File: src/rtl/dmem_arb_pkg.sv
// Shared types and defaults for the data-memory arbiter: FSM state, read-return owner,
// and the per-requester bus payload.
package dmem_arb_pkg;

    localparam int unsigned XLEN         = 32;
    localparam int unsigned DEF_MAX_WAIT = 4;
    localparam int unsigned DEF_WAIT_W   = 3;
    localparam int unsigned DEF_LOCK_MAX = 16;
    localparam int unsigned DEF_LOCK_W   = 5;

    typedef enum logic [1:0] {
        ST_IDLE       = 2'd0,
        ST_CPU_OWN    = 2'd1,
        ST_DMA_OWN    = 2'd2,
        ST_DMA_LOCKED = 2'd3
    } arb_state_e;

    typedef enum logic [1:0] {
        OWN_NONE = 2'd0,
        OWN_CPU  = 2'd1,
        OWN_DMA  = 2'd2
    } owner_e;

    typedef struct packed {
        logic            we;
        logic [XLEN-1:0] addr;
        logic [XLEN-1:0] wdata;
    } mem_req_t;

endpackage

File: src/rtl/dmem_arb_sat_cnt.sv
// Saturating up-counter with synchronous clear; clear wins over increment.
module dmem_arb_sat_cnt #(
    parameter int unsigned W   = 3,
    parameter int unsigned MAX = 4
) (
    input  logic         clk,
    input  logic         rst_n,
    input  logic         clr,
    input  logic         inc,
    output logic [W-1:0] cnt
);

    logic [W-1:0] cnt_q;
    logic [W-1:0] cnt_d;

    always_comb begin
        cnt_d = cnt_q;
        if (clr) begin
            cnt_d = '0;
        end else if (inc && (cnt_q < W'(MAX))) begin
            cnt_d = cnt_q + W'(1);
        end
    end

    always_ff @(posedge clk or negedge rst_n) begin
        if (!rst_n) begin
            cnt_q <= '0;
        end else begin
            cnt_q <= cnt_d;
        end
    end

    assign cnt = cnt_q;

endmodule

File: src/rtl/dmem_arbiter.sv
// CPU/DMA arbiter in front of the single-port data memory; CPU has priority, bounded by a
// DMA starvation counter and a cap on DMA lock length. Read data is routed to its owner.
module dmem_arbiter
    import dmem_arb_pkg::*;
#(
    parameter int unsigned MAX_WAIT = DEF_MAX_WAIT,
    parameter int unsigned WAIT_W   = DEF_WAIT_W,
    parameter int unsigned LOCK_MAX = DEF_LOCK_MAX,
    parameter int unsigned LOCK_W   = DEF_LOCK_W
) (
    input  logic        clk,
    input  logic        rst_n,
    input  logic        cpu_req,
    input  logic        cpu_we,
    input  logic [31:0] cpu_addr,
    input  logic [31:0] cpu_wdata,
    output logic        cpu_gnt,
    output logic        cpu_stall,
    output logic        cpu_rvalid,
    output logic [31:0] cpu_rdata,
    input  logic        dma_req,
    input  logic        dma_we,
    input  logic [31:0] dma_addr,
    input  logic [31:0] dma_wdata,
    input  logic        dma_lock,
    output logic        dma_gnt,
    output logic        dma_rvalid,
    output logic [31:0] dma_rdata,
    output logic        mem_read,
    output logic        mem_write,
    output logic [31:0] mem_addr,
    output logic [31:0] mem_wdata,
    input  logic [31:0] mem_rdata
);

    arb_state_e        state_q, state_d;
    owner_e            rd_owner_q, rd_owner_d;
    logic [WAIT_W-1:0] wait_cnt;
    logic [LOCK_W-1:0] lock_cnt;
    logic              locked, lock_cap, wait_full;
    logic              cpu_sel, dma_sel, any_gnt;
    mem_req_t          cpu_bus, dma_bus, sel_bus;

    assign locked    = (state_q == ST_DMA_LOCKED);
    assign lock_cap  = (lock_cnt == LOCK_W'(LOCK_MAX));
    assign wait_full = (wait_cnt == WAIT_W'(MAX_WAIT));

    // Priority grant, first match wins.
    always_comb begin
        cpu_sel = 1'b0;
        dma_sel = 1'b0;
        if (locked && dma_req && (lock_cnt < LOCK_W'(LOCK_MAX))) begin
            dma_sel = 1'b1;
        end else if (locked && lock_cap && cpu_req) begin
            cpu_sel = 1'b1;
        end else if (dma_req && wait_full) begin
            dma_sel = 1'b1;
        end else if (cpu_req) begin
            cpu_sel = 1'b1;
        end else if (dma_req) begin
            dma_sel = 1'b1;
        end
    end

    assign cpu_gnt   = rst_n & cpu_sel;
    assign dma_gnt   = rst_n & dma_sel;
    assign any_gnt   = cpu_gnt | dma_gnt;
    // Stall is also held low in reset so every output reads 0 while rst_n is asserted.
    assign cpu_stall = rst_n & cpu_req & ~cpu_gnt;

    assign cpu_bus = '{we: cpu_we, addr: cpu_addr, wdata: cpu_wdata};
    assign dma_bus = '{we: dma_we, addr: dma_addr, wdata: dma_wdata};
    assign sel_bus = cpu_gnt ? cpu_bus : (dma_gnt ? dma_bus : '0);

    assign mem_addr  = sel_bus.addr;
    assign mem_wdata = sel_bus.wdata;
    assign mem_write = any_gnt & sel_bus.we;
    assign mem_read  = any_gnt & ~sel_bus.we;

    // Next owner and read-return tag.
    always_comb begin
        state_d    = ST_IDLE;
        rd_owner_d = OWN_NONE;
        if (cpu_gnt) begin
            state_d = ST_CPU_OWN;
        end else if (dma_gnt) begin
            if (dma_lock) begin
                state_d = ST_DMA_LOCKED;
            end else if (locked) begin
                state_d = ST_IDLE;
            end else begin
                state_d = ST_DMA_OWN;
            end
        end
        if (cpu_gnt && !cpu_we) begin
            rd_owner_d = OWN_CPU;
        end else if (dma_gnt && !dma_we) begin
            rd_owner_d = OWN_DMA;
        end
    end

    always_ff @(posedge clk or negedge rst_n) begin
        if (!rst_n) begin
            state_q    <= ST_IDLE;
            rd_owner_q <= OWN_NONE;
        end else begin
            state_q    <= state_d;
            rd_owner_q <= rd_owner_d;
        end
    end

    dmem_arb_sat_cnt #(.W(WAIT_W), .MAX(MAX_WAIT)) u_wait_cnt (
        .clk   (clk),
        .rst_n (rst_n),
        .clr   (dma_gnt | ~dma_req),
        .inc   (dma_req & ~dma_gnt),
        .cnt   (wait_cnt)
    );

    // Counts locked grants including the one that enters the lock.
    dmem_arb_sat_cnt #(.W(LOCK_W), .MAX(LOCK_MAX)) u_lock_cnt (
        .clk   (clk),
        .rst_n (rst_n),
        .clr   (state_d != ST_DMA_LOCKED),
        .inc   (dma_gnt & dma_lock),
        .cnt   (lock_cnt)
    );

    assign cpu_rvalid = (rd_owner_q == OWN_CPU);
    assign dma_rvalid = (rd_owner_q == OWN_DMA);
    assign cpu_rdata  = cpu_rvalid ? mem_rdata : '0;
    assign dma_rdata  = dma_rvalid ? mem_rdata : '0;

endmodule

File: config.mk
export PLATFORM = sky130hd
export DESIGN_NAME = dmem_arbiter
export DESIGN_NICKNAME = d
export VERILOG_FILES = /design/src/rtl/dmem_arb_pkg.sv /design/src/rtl/dmem_arb_sat_cnt.sv /design/src/rtl/dmem_arbiter.sv
export SDC_FILE = /design/constraint.sdc
export NUM_CORES = 1
export LEC_CHECK = 0
export CAP_MARGIN = 20
export CORE_AREA = 2 2 117 119
export DETAILED_ROUTE_END_ITERATION = 7
export DIE_AREA = 0 0 119 121
export HOLD_SLACK_MARGIN = 0.05
export PLACE_DENSITY = 0.54
export SYNTH_ARGS = -nofsm -noshare
export SYNTH_HDL_FRONTEND = slang
export SYNTH_SLANG_ARGS = --single-unit
File: constraint.sdc
create_clock -name clk -period 6.2 [get_ports clk]
set_input_delay 1.24 -clock clk [delete_from_list [all_inputs] [get_ports clk]]
set_output_delay 1.24 -clock clk [all_outputs]
set_load 0.05 [all_outputs]
## After elaboration in Yosys (flattened, before gate mapping)

Cells that the tools add are included.

| cells by class | value |
|---|---|
| divide/modulo/power cells | 0 |
| eq/ne operators | 6 |
| multipliers | 0 |
| mux-type cells | 23 |
| order comparisons | 2 |
| $add $sub $neg | 2 |
| bitwise gates (word level) | 14 |
| shift-type cells | 0 |
| reductions and logical operators | 13 |

Operators by type and width:

| cell | count |
|---|---|
| $mux W65 | 2 |
| $mux W32 | 2 |
| $mux W2 | 6 |
| $mux W5 | 2 |
| $logic_and A1 B1 Y1 | 9 |
| $mux W1 | 9 |
| $and A1 B1 Y1 | 8 |
| $mux W3 | 2 |
| $add A5 B1 Y5 const B | 1 |
| $eq A5 B5 Y1 const B | 1 |
| $lt A5 B5 Y1 const B | 1 |
| $eq A2 B2 Y1 const B | 2 |
| $not A1 Y1 | 4 |
| $reduce_bool A2 Y1 | 2 |
| $add A3 B1 Y3 const B | 1 |
| $eq A3 B3 Y1 const B | 1 |
| $lt A3 B3 Y1 const B | 1 |
| $eq A2 B1 Y1 const B | 1 |
| $logic_not A1 Y1 | 2 |
| $ne A2 B2 Y1 const B | 1 |
| $or A1 B1 Y1 | 2 |

| storage, ports and cells | value |
|---|---|
| bits in registers | 12 |
| logic and storage cells | 64 |
| latch bits | 0 |
| memories | 0 |
| bits in writable memories | 0 |
| bits in read-only memories | 0 |
| output and inout bits | 135 |

## Depth between registers and ports, before layout

| depth | value |
|---|---|
| depth in word-level cells | 11 |
| depth in mapped cells | 9 |

## Hierarchy

Synthesis repeated with hierarchy kept, for this count alone.

| unflattened totals | value |
|---|---|
| cell total of the unflattened synthesis | 212 |
| area total of the unflattened synthesis | 1727.9 µm² |

By module, submodules not included:

| module | cells each | instances | area each (µm²) |
|---|---|---|---|
| dmem_arbiter | 179 | 1 | 1338.8 |
| dmem_arb_sat_cnt (u_lock_cnt) | 20 | 1 | 231.5 |
| dmem_arb_sat_cnt (u_wait_cnt) | 13 | 1 | 157.7 |

## Worst setup path after synthesis

OpenSTA, ideal clock, no wires.

| timing | value |
|---|---|
| kind | input -> output |
| start point | input cpu_req |
| end point | output mem_addr[23] |
| path buffers | 1 |
| data arrival time | 2.545 ns |
| setup slack | 2.415 ns |
| cell stages on the path | 6 |
| required time | 4.960 ns |
| cells stage by stage | a21bo_2 o21a_1 o21ai_4 inv_2 buf_2 a22o_1 |

| between the ends | value |
|---|---|
| cells in the longest elaborated chain, start to end | 7 |
| elaborated cells on any way between the ends | 13 |
| classes of those cells | 10 x mux; 2 x bitwise; 1 x reduce/logical |

RTL lines:

| item | line | source |
|---|---|---|
| start: declaration | dmem_arbiter.sv:13 | `input logic cpu_req,` |
| $mux W1 | dmem_arbiter.sv:58 | `end else if (cpu_req) begin` |
| $mux W1 | dmem_arbiter.sv:56 | `end else if (dma_req && wait_full) begin` |
| $mux W1 * | dmem_arbiter.sv:54 | `end else if (locked && lock_cap && cpu_req) begin` |
| $mux W1 * | dmem_arbiter.sv:52 | `if (locked && dma_req && (lock_cnt < LOCK_W'(LOCK_MAX))) begin` |
| $and A1 B1 Y1 * | dmem_arbiter.sv:66 | `assign dma_gnt = rst_n & dma_sel;` |
| named net dma_gnt | dmem_arbiter.sv:26 | `output logic dma_gnt,` |
| $mux W65 * (2 in a row) | dmem_arbiter.sv:73 | `assign sel_bus = cpu_gnt ? cpu_bus : (dma_gnt ? dma_bus : '0);` |
| end: declaration | dmem_arbiter.sv:31 | `output logic [31:0] mem_addr,` |

The timed path passes the listed nets; every way through them passes the cells marked *.

## Worst setup path in the final report

| timing | value |
|---|---|
| start point | input cpu_req |
| end point | output mem_addr[5] |

| between the ends | value |
|---|---|
| cells in the longest elaborated chain, start to end | 7 |
| elaborated cells on any way between the ends | 13 |
| classes of those cells | 10 x mux; 2 x bitwise; 1 x reduce/logical |

RTL lines:

| item | line |
|---|---|
| $mux W1 | dmem_arbiter.sv:58 |
| $mux W1 | dmem_arbiter.sv:56 |
| $mux W1 | dmem_arbiter.sv:54 |
| $mux W1 | dmem_arbiter.sv:52 |
| $and A1 B1 Y1 | dmem_arbiter.sv:66 |
| $mux W65 | dmem_arbiter.sv:73 |
| $mux W65 * | dmem_arbiter.sv:73 |

Every way passes the cells marked *; elsewhere a longest branch is shown, timed or not.

==> impl_metrics.ini <==
[layout]
final_common_cell = clkdlybuf4s50_1
syn_to_final_growth_pct = 188
drive_gt1_frac = 0.0437
nNetsFinal = 676
layout_common_cells = clkdlybuf4s50_1 (296), and2_1 (65), a22o_1 (65)

[clock_network]
cts.path.max_buffers = 2
insertion_delay_ns = 0.24
htreeDepth = 1
cts_tree = built
path_clk_slew_ns = 0.04
cts.sinks = 12
ctsResizeCount = 0
cts_made_buffers = 3
cts_hold_buf = 0
post-cts-setup-buffer-count = 0
root_buffer = clkbuf_16

[setup_path]
cp_max_fo = 34
crit_required_ns = 4.96
startpoint_type = input pin
crit_type = input pin to output port
r2r_cells = 4
worstReg2RegEnd = u_wait_cnt.cnt[0]
arrival_ns = 4.08
end_kind = output port
r2r_setup_slack_ns = 4.51
rr_startpoint = u_lock_cnt.cnt[4]

[timing]
slew_violations = 0
setup_viol = 0
rsz0062_at_grt = no
finClkSkew_ns = 0.00328
worstMarginPinSlew_ns = 0.632
whs_ns = 0.499
maxSlewHeadroom = 0.578
fmax_mhz = 188
setup_total_negative_slack_ns = 0
finalCriticalPeriod_ns = 5.32
fin_crit_sh = 0.858
final_hold_viol_count = 0

[yosys]
yosysSeqAreaShare = 0.173
syn_inst = 212
synth_top_area_cell = a22o_1
synth_fp_nets = 383
ys_ff_latch = 12
synth_top_area_frac = 0.328
synthTopCellsByArea = a22o_1 (33%), and2_1 (23%), dfrtp_1 (17%)
ys_warn_count = 0
synthDistinctLibCells = 32
syn_avg_cell_area_um2 = 8.19
syn_area_mm2 = 0.00174

[run]
cap_violations = 0

[floorplanning]
die_y_um = 121
start_util = 0.133
fp-row-count = 42
pin_count = 302
coreArea_mm2 = 0.0131
die_x_um = 119
dieArea_mm2 = 0.0144

[global_routing]
grt_pass1_vias = 2945
grt_first_pass_wirelength_mm = 19.0
grt_usage = 0.177
grt_max_degree = 35
grt-ovfl-total = 0
antenna_found_initial = 2

[power]
power_leakage_nw = 1.94
p_sw_frac = 0.410
power_switching_uw = 252
p_seq_frac = 0.136
ir_drop_uv = 75.4
power_frac_comb = 0.648
internal_power_uw = 363
power_density_mw_per_mm2 = 123
clock_power_share = 0.216

[placement]
place_hpwl_mm = 12.0
gp_congestion = 0.886
port_buffers = 301

[drt]
drt_wl_total_mm = 13.7
drtIter0Drc = 133
drc = 0
antenna_left = 0
first_pass_iters = 4
vias_per_cell = 4.18
routedWlPerCell_um = 20.1
vias = 2849

[worst_hold_path]
min-delay-start = state_q[1]
holdPathStages = 1
min_path_type = flop to flop
min_to = state_q[1]

[run_status]
outcome = completed
-- power groups by stage --
stage               Sequential (mW)  Combinational [mW]  Clock (mW)
detailed placement           0.0850               0.399           0
CTS                          0.0838               0.401       0.133
global route                 0.0843               0.417       0.137
global placement             0.0847               0.398           0
finish                       0.0838               0.399       0.133
floorplan                    0.0843               0.198           0
-- Yosys cell counts --
cell	count
a21bo_2	1
a21oi_1	3
a22o_1	65
a31oi_1	2
and2_1	65
and3_1	1
and3b_1	1
buf_2	8
buf_6	5
clkbuf_1	7
dfrtp_1	12
ha_1	4
inv_1	6
inv_2	1
mux2_2	1
mux2i_1	1
nand2_1	3
nand3_1	2
nand4_1	1
nand4b_1	1
nor2_1	2
nor2b_1	3
nor3_1	5
o21a_1	1
o21ai_0	2
o21ai_4	1
o22ai_1	1
o2bb2ai_1	1
or2_2	1
or3b_1	1
xnor2_1	2
xor2_1	2
-- cells by family after synthesis --
kind of cell,synth area share
adder cells (fa/ha/maj),0.0288
AO/OA/AOI/OAI,0.378
XOR/XNOR,0.0202
buffers and inverters,0.0858
flip-flops,0.173
AND/OR/NAND/NOR,0.302
multiplexers,0.0123
-- worst max-delay path, stage by stage --
cell and delay, ns:
clkdlybuf4s50_1 0.51, nand4_1 0.13, o2bb2ai_1 0.16, nand3_1 0.18, inv_2 0.51, buf_4 0.32
a22o_1 0.18, clkdlybuf4s50_1 0.81
-- flip-flops by register name (all words and copies together) (netlist names) --
signal	cells
rd_owner_q	2
u_wait_cnt.cnt	3
state_q	2
u_lock_cnt.cnt	5
-- routing by layer --
layer / global-route usage / share of wire / up-vias / wire, µm
met1: 0.215 / 0.41 / 1294 / 5620
met4: 0.0298 / 0.011 / 2 / 153
met3: 0.0747 / 0.11 / 13 / 1530
met2: 0.297 / 0.47 / 179 / 6370
met5: 0 / 0.0012 / - / 16
li1: - / - / 1361 / -
-- layout make-up --
type / instances / area, µm²
Sequential cell: 12 / 300
Multi-Input combinational cell: 173 / 1290
Antenna cell: 1 / 2.50
Clock buffer: 4 / 88.8
Tap cell: 176 / 220
Inverter: 7 / 26.3
Fill cell: 1325 / 8100
Timing Repair Buffer: 308 / 3070
-- metrics by stage --
stage | setup WS [ns] | cell area (µm²) | utilization | total power, mW | cells
3_3_place_gp | 0.955 | 4900 | 0.374 | 0.483 | 676
2_1_floorplan | 2.42 | 1740 | - | 0.282 | 212
5_1_grt | 0.663 | 4990 | 0.381 | 0.637 | 680
3_5_place_dp | 0.895 | 4900 | 0.374 | 0.484 | 676
6_report | 0.880 | 4990 | 0.381 | 0.616 | 681
4_1_cts | 0.881 | 4990 | 0.381 | 0.618 | 680
-- worst max-delay path by stage --
stage                        from      endpoint  slack (ns)  depth (start not counted)
after detailed placement  cpu_req   mem_addr[5]        0.89                          8
after floorplan           cpu_req  mem_addr[23]        2.42                          6
after global routing      cpu_req   mem_addr[5]        0.66                          8
after global placement    cpu_req   mem_addr[5]        0.96                          8
after CTS                 cpu_req   mem_addr[5]        0.88                          8
final                     cpu_req   mem_addr[5]        0.88                          8
(Power assumes the default switching activity.)
